[src/rtl/vedic_mul_seq_ctrl_pkg.sv]
// Shared types and helpers for the byte-serial Vedic multiply controller.
// State encodings, default operand width, and the combinational Vedic building blocks.
package vedic_mul_seq_ctrl_pkg;

  localparam int ZILLA_MUL_BYTES = 4;

  typedef enum logic [1:0] {
    S_IDLE = 2'd0,
    S_MUL  = 2'd1,
    S_NEG  = 2'd2,
    S_DONE = 2'd3
  } state_e;

  // Byte counters need at least one bit, even when the operand is a single byte.
  function automatic int byte_idx_w(input int n);
    return (n <= 1) ? 1 : $clog2(n);
  endfunction

  // Urdhva-Tiryagbhyam 2x2: vertical and crosswise terms with one explicit carry.
  function automatic logic [3:0] vedic_2x2(input logic [1:0] a, input logic [1:0] b);
    logic c;
    c = a[1] & b[0] & a[0] & b[1];
    return {a[1] & b[1] & c, (a[1] & b[1]) ^ c, (a[1] & b[0]) ^ (a[0] & b[1]), a[0] & b[0]};
  endfunction

  function automatic logic [7:0] vedic_4x4(input logic [3:0] a, input logic [3:0] b);
    logic [3:0] ll, hl, lh, hh;
    ll = vedic_2x2(a[1:0], b[1:0]);
    hl = vedic_2x2(a[3:2], b[1:0]);
    lh = vedic_2x2(a[1:0], b[3:2]);
    hh = vedic_2x2(a[3:2], b[3:2]);
    return {hh, ll} + {2'b00, hl, 2'b00} + {2'b00, lh, 2'b00};
  endfunction

endpackage

[src/rtl/vedic_8x8.sv]
// Purely combinational 8x8 unsigned Vedic multiplier, built from four 4x4 Vedic blocks.
module vedic_8x8
  import vedic_mul_seq_ctrl_pkg::*;
(
  input  logic [7:0]  a,
  input  logic [7:0]  b,
  output logic [15:0] p
);

  logic [7:0] ll, hl, lh, hh;

  assign ll = vedic_4x4(a[3:0], b[3:0]);
  assign hl = vedic_4x4(a[7:4], b[3:0]);
  assign lh = vedic_4x4(a[3:0], b[7:4]);
  assign hh = vedic_4x4(a[7:4], b[7:4]);

  assign p = {hh, ll} + {4'b0000, hl, 4'b0000} + {4'b0000, lh, 4'b0000};

endmodule

[src/rtl/vedic_mul_seq_ctrl.sv]
// Byte-serial wide multiplier: one 8x8 Vedic partial product accumulated per cycle.
// Optional signed operands are enabled by defining ZILLA_MUL_SIGNED_EN.
module vedic_mul_seq_ctrl
  import vedic_mul_seq_ctrl_pkg::*;
#(
  parameter  int N_BYTES = ZILLA_MUL_BYTES,
  localparam int W       = 8 * N_BYTES
) (
  input  logic           clk,
  input  logic           rst,
  input  logic           in_valid,
  output logic           in_ready,
  input  logic [W-1:0]   a_in,
  input  logic [W-1:0]   b_in,
`ifdef ZILLA_MUL_SIGNED_EN
  input  logic           a_signed,
  input  logic           b_signed,
`endif
  output logic           out_valid,
  input  logic           out_ready,
  output logic [2*W-1:0] result,
  output logic           busy
);

  localparam int              IW       = byte_idx_w(N_BYTES);
  localparam logic [IW-1:0]   LAST_IDX = IW'(N_BYTES - 1);

  state_e           state_q, state_d;
  logic [W-1:0]     a_q, a_d, b_q, b_d;
  logic [2*W-1:0]   acc_q, acc_d;
  logic [IW-1:0]    i_q, i_d, j_q, j_d;
  logic             neg_q, neg_d;
  logic             in_ready_q, in_ready_d;
  logic             out_valid_q, out_valid_d;
  logic             busy_q, busy_d;

  logic             a_neg, b_neg;
  logic [W-1:0]     a_mag, b_mag;
  logic [15:0]      pp;
  logic [2*W-1:0]   pp_ext, pp_shifted;
  logic [IW+3:0]    shamt;

`ifdef ZILLA_MUL_SIGNED_EN
  assign a_neg = a_signed & a_in[W-1];
  assign b_neg = b_signed & b_in[W-1];
`else
  assign a_neg = 1'b0;
  assign b_neg = 1'b0;
`endif

  // The most-negative value negates to itself, which read unsigned is exactly 2^(W-1).
  assign a_mag = a_neg ? (~a_in + 1'b1) : a_in;
  assign b_mag = b_neg ? (~b_in + 1'b1) : b_in;

  vedic_8x8 u_vedic_8x8 (
    .a (a_q[8*i_q +: 8]),
    .b (b_q[8*j_q +: 8]),
    .p (pp)
  );

  // Byte pair (i,j) carries weight 2^(8*(i+j)).
  assign shamt      = {(IW+1)'(i_q) + (IW+1)'(j_q), 3'b000};
  assign pp_ext     = (2*W)'(pp);
  assign pp_shifted = pp_ext << shamt;

  always_comb begin
    // NOTE: every signal assigned here gets a default first, so no path can infer a latch.
    state_d = state_q;
    a_d     = a_q;
    b_d     = b_q;
    acc_d   = acc_q;
    i_d     = i_q;
    j_d     = j_q;
    neg_d   = neg_q;

    case (state_q)
      S_IDLE: begin
        if (in_valid && in_ready_q) begin
          a_d     = a_mag;
          b_d     = b_mag;
          neg_d   = a_neg ^ b_neg;
          acc_d   = '0;
          i_d     = '0;
          j_d     = '0;
          state_d = S_MUL;
        end
      end
      S_MUL: begin
        acc_d = acc_q + pp_shifted;
        if (j_q == LAST_IDX) begin
          j_d = '0;
          if (i_q == LAST_IDX) begin
`ifdef ZILLA_MUL_SIGNED_EN
            state_d = neg_q ? S_NEG : S_DONE;
`else
            state_d = S_DONE;
`endif
          end else begin
            i_d = i_q + 1'b1;
          end
        end else begin
          j_d = j_q + 1'b1;
        end
      end
      S_NEG: begin
        acc_d   = ~acc_q + 1'b1;
        state_d = S_DONE;
      end
      S_DONE: begin
        if (out_ready) state_d = S_IDLE;
      end
      default: state_d = S_IDLE;
    endcase

    // Handshake outputs are registered, derived from the state being entered.
    in_ready_d  = (state_d == S_IDLE);
    out_valid_d = (state_d == S_DONE);
    busy_d      = (state_d != S_IDLE);
  end

  always_ff @(posedge clk) begin
    // NOTE: non-blocking assignments so every flop samples pre-edge values regardless of order.
    if (rst) begin
      state_q     <= S_IDLE;
      a_q         <= '0;
      b_q         <= '0;
      acc_q       <= '0;
      i_q         <= '0;
      j_q         <= '0;
      neg_q       <= 1'b0;
      in_ready_q  <= 1'b1;
      out_valid_q <= 1'b0;
      busy_q      <= 1'b0;
    end else begin
      state_q     <= state_d;
      a_q         <= a_d;
      b_q         <= b_d;
      acc_q       <= acc_d;
      i_q         <= i_d;
      j_q         <= j_d;
      neg_q       <= neg_d;
      in_ready_q  <= in_ready_d;
      out_valid_q <= out_valid_d;
      busy_q      <= busy_d;
    end
  end

  assign in_ready  = in_ready_q;
  assign out_valid = out_valid_q;
  assign busy      = busy_q;
  assign result    = acc_q;

endmodule
[config.mk]
export PLATFORM = sky130hd
export DESIGN_NAME = vedic_mul_seq_ctrl
export DESIGN_NICKNAME = d
export VERILOG_FILES = /design/src/rtl/vedic_mul_seq_ctrl_pkg.sv /design/src/rtl/vedic_8x8.sv /design/src/rtl/vedic_mul_seq_ctrl.sv
export SDC_FILE = /design/constraint.sdc
export NUM_CORES = 1
export LEC_CHECK = 0
export ABC_CLOCK_PERIOD_IN_PS = 9950
export CAP_MARGIN = 5
export CELL_PAD_IN_SITES_DETAIL_PLACEMENT = 0
export CELL_PAD_IN_SITES_GLOBAL_PLACEMENT = 2
export CORE_MARGIN = 2
export CORE_UTILIZATION = 34
export CTS_CLUSTER_DIAMETER = 40
export DETAILED_ROUTE_END_ITERATION = 12
export PLACE_DENSITY_LB_ADDON = 0.1
export SETUP_SLACK_MARGIN = 0.1
export SLEW_MARGIN = 20
export SYNTH_ARGS = -nofsm -noshare
export SYNTH_HDL_FRONTEND = slang
export SYNTH_SLANG_ARGS = --single-unit
[constraint.sdc]
create_clock -name clk -period 9.95 [get_ports clk]
set_input_delay 0.995 -clock clk [delete_from_list [all_inputs] [get_ports clk]]
set_output_delay 0.995 -clock clk [all_outputs]
set_load 0.01 [all_outputs]
==> qor.yml <==
synth_area_per_cell_um2: 7.42
final_cells: 2394
ys_seq_area_frac: 0.207
p_per_area_nw_per_um2: 106
htree_levels: 4
synth.distinct_cells: 79
grt_overflow: 0
ant_nets: 0
grt_pass1_vias: 13000
synth_area_um2: 13200
grt_start_max_net_pins: 85
rsz0062_at_grt: "false"
period_needed_ns: 9.14
synth_top_flop_cell: "dfxtp_1"
layout.nets: 2074
initial_core_util: 0.343
wl_per_cell_um: 21.3
max-vdd-ir-drop_uv: 127
die-area_um2: 40500
power_leakage_nw: 6.63
finalInstanceArea_um2: 15600
dp_hpwl_um: 39300
drt-pass1-iter-count: 5
crit_slowest_cell: "dfxtp_1"
die_y_um: 201
port_buffers: 134
timing.final.max_slew_violations: 0
slew_headroom: 0.347
io-pin-count: 135
ys_ff_latch: 137
fin_util: 0.404
cts_hold_buf: 0
cp-start-kind: "flip-flop"
yosys_warnings: 0
viasPerCell: 5.57
die_x_um: 201
synth-edff-count: 0
cp_data_arrival_time_ns: 9.44
final_cell_mix: "nand2_1, nor2_1, a21oi_1, dfxtp_1, clkdlybuf4s50_1"
grt.met3_usage: 0.0266
dp_cells: 2362
place_ws_ns: 0.824
core_area_um2: 38600
top_usage_layer: "met2"
async_flop_share: 0
grt_pass1_wl_um: 78400
clk_latency_ns: 0.46
cts_setup_buffers: 0
routed_wl_um: 51000
root_buffer: "clkbuf_16"
routabilityCongestion: 0.882
use_met1: 0.315
setup_violations: 0
hold_class: "flip-flop to flip-flop"
fin_crit_sh: 0.918
vias: 13300
cap_violations: 0
clockBufferDepth: 2
finClkSkew_ns: 0.0184
cp.required_ns: 10.25
worstMarginPinSlew_ns: 0.980
fp-row-count: 72
drc_errors: 0
areaGrowthSynthToFinish_pct: 17.7
crit_fanout: 12
clock.fmax_ghz: 0.109
worst_slack_ns: 0.812
p_total_mw: 1.65
tns_ns: 0
cts_tree: "done"
cp-end-kind: "flip-flop"
hold_slack_ns: 0.454
ctsResizeCount: 0
met2_usage: 0.453
dpl_cell_area_um2: 15000
crit_path_frequent_cell: "inv_1"
clkTransAtPathRegs_ns: 0.07
layout_commonest_cell: "nand2_1"
outcome: "completed"
cts_buffers: 17
drive_above_1_share: 0.0544
slowest_delay_ns: 0.78
synth_cells: 1784
crit_type: "flip-flop to flip-flop"
syn_nets: 1995
hold_viol: 0
clock-sinks: 137
grt_usage: 0.252
drt_iter0_drc: 893
antenna_found_initial: 2
antenna_cells: 0
## cell usage after synthesis, drive strengths merged (19+ instances only)
master	count	share of area
nand2	281	0.080
clkbuf	79	0.022
nand4	25	0.012
and2	26	0.012
xor2	52	0.034
nand3	28	0.011
dfxtp	137	0.21
a21o	60	0.034
ha	112	0.11
nor2	187	0.053
o21ai	88	0.033
inv	82	0.023
fa	31	0.047
a21oi	181	0.068
or3	19	0.0097
xnor2	61	0.040
a22oi	28	0.016
nor3	34	0.014
## state kept, by name, summed over array words and instances (netlist names)
signal	cells
b_q	32
state_q	2
out_valid	1
i_q	2
j_q	2
in_ready	1
a_q	32
busy	1
result	64
## worst paths after layout
kind,from,depth (start not counted),end,slack [ns]
max,j_q[0],37,result[62],0.81
min,b_q[3],2,b_q[3],0.45
max reg2reg,j_q[0],37,result[62],0.81
min reg2reg,b_q[3],2,b_q[3],0.45
## cells by family after synthesis
family,share of synthesized area
buf+inv,0.0494
flops,0.207
fa+ha+maj,0.153
compound gates,0.240
xor+xnor,0.0748
simple gates,0.242
mux,0.0338
## metal layers
layer | wire [um] | share of wire | vias up
met1 | 22200 | 0.43 | 6433
met2 | 25700 | 0.50 | 327
met3 | 1820 | 0.036 | 61
li1 | - | - | 6514
met5 | 12 | 0.00024 | -
met4 | 1250 | 0.024 | 2
## critical path: cells and delay by family, from the launching register on
kind / cells / cell delay (ns)
DFF: 1 / 0.78
xor gates and xnor gates: 3 / 0.58
and+or+nand+nor: 8 / 1.71
buffers and inverters: 5 / 0.28
adders and majority gates: 7 / 2.36
AOI/OAI and AO/OA: 12 / 2.32
muxes: 2 / 0.96
## final cells by class
type / instances / area, um2
Multi-Input combinational cell: 1475 / 9860
Sequential cell: 137 / 2740
Clock inverter: 14 / 125
Tap cell: 518 / 648
Inverter: 83 / 312
Timing Repair Buffer: 149 / 1450
Fill cell: 4182 / 23000
Clock buffer: 18 / 429
## where the power goes
group | switching, mW | internal [mW] | total (mW) | leakage, nW
clock network | 0.316 | 0.331 | 0.647 | 0.279
logic | 0.260 | 0.142 | 0.402 | 5.24
registers | 0.0264 | 0.577 | 0.603 | 1.11
total | 0.603 | 1.05 | 1.65 | 6.63
Note: power is estimated with default switching activity, not from simulation.
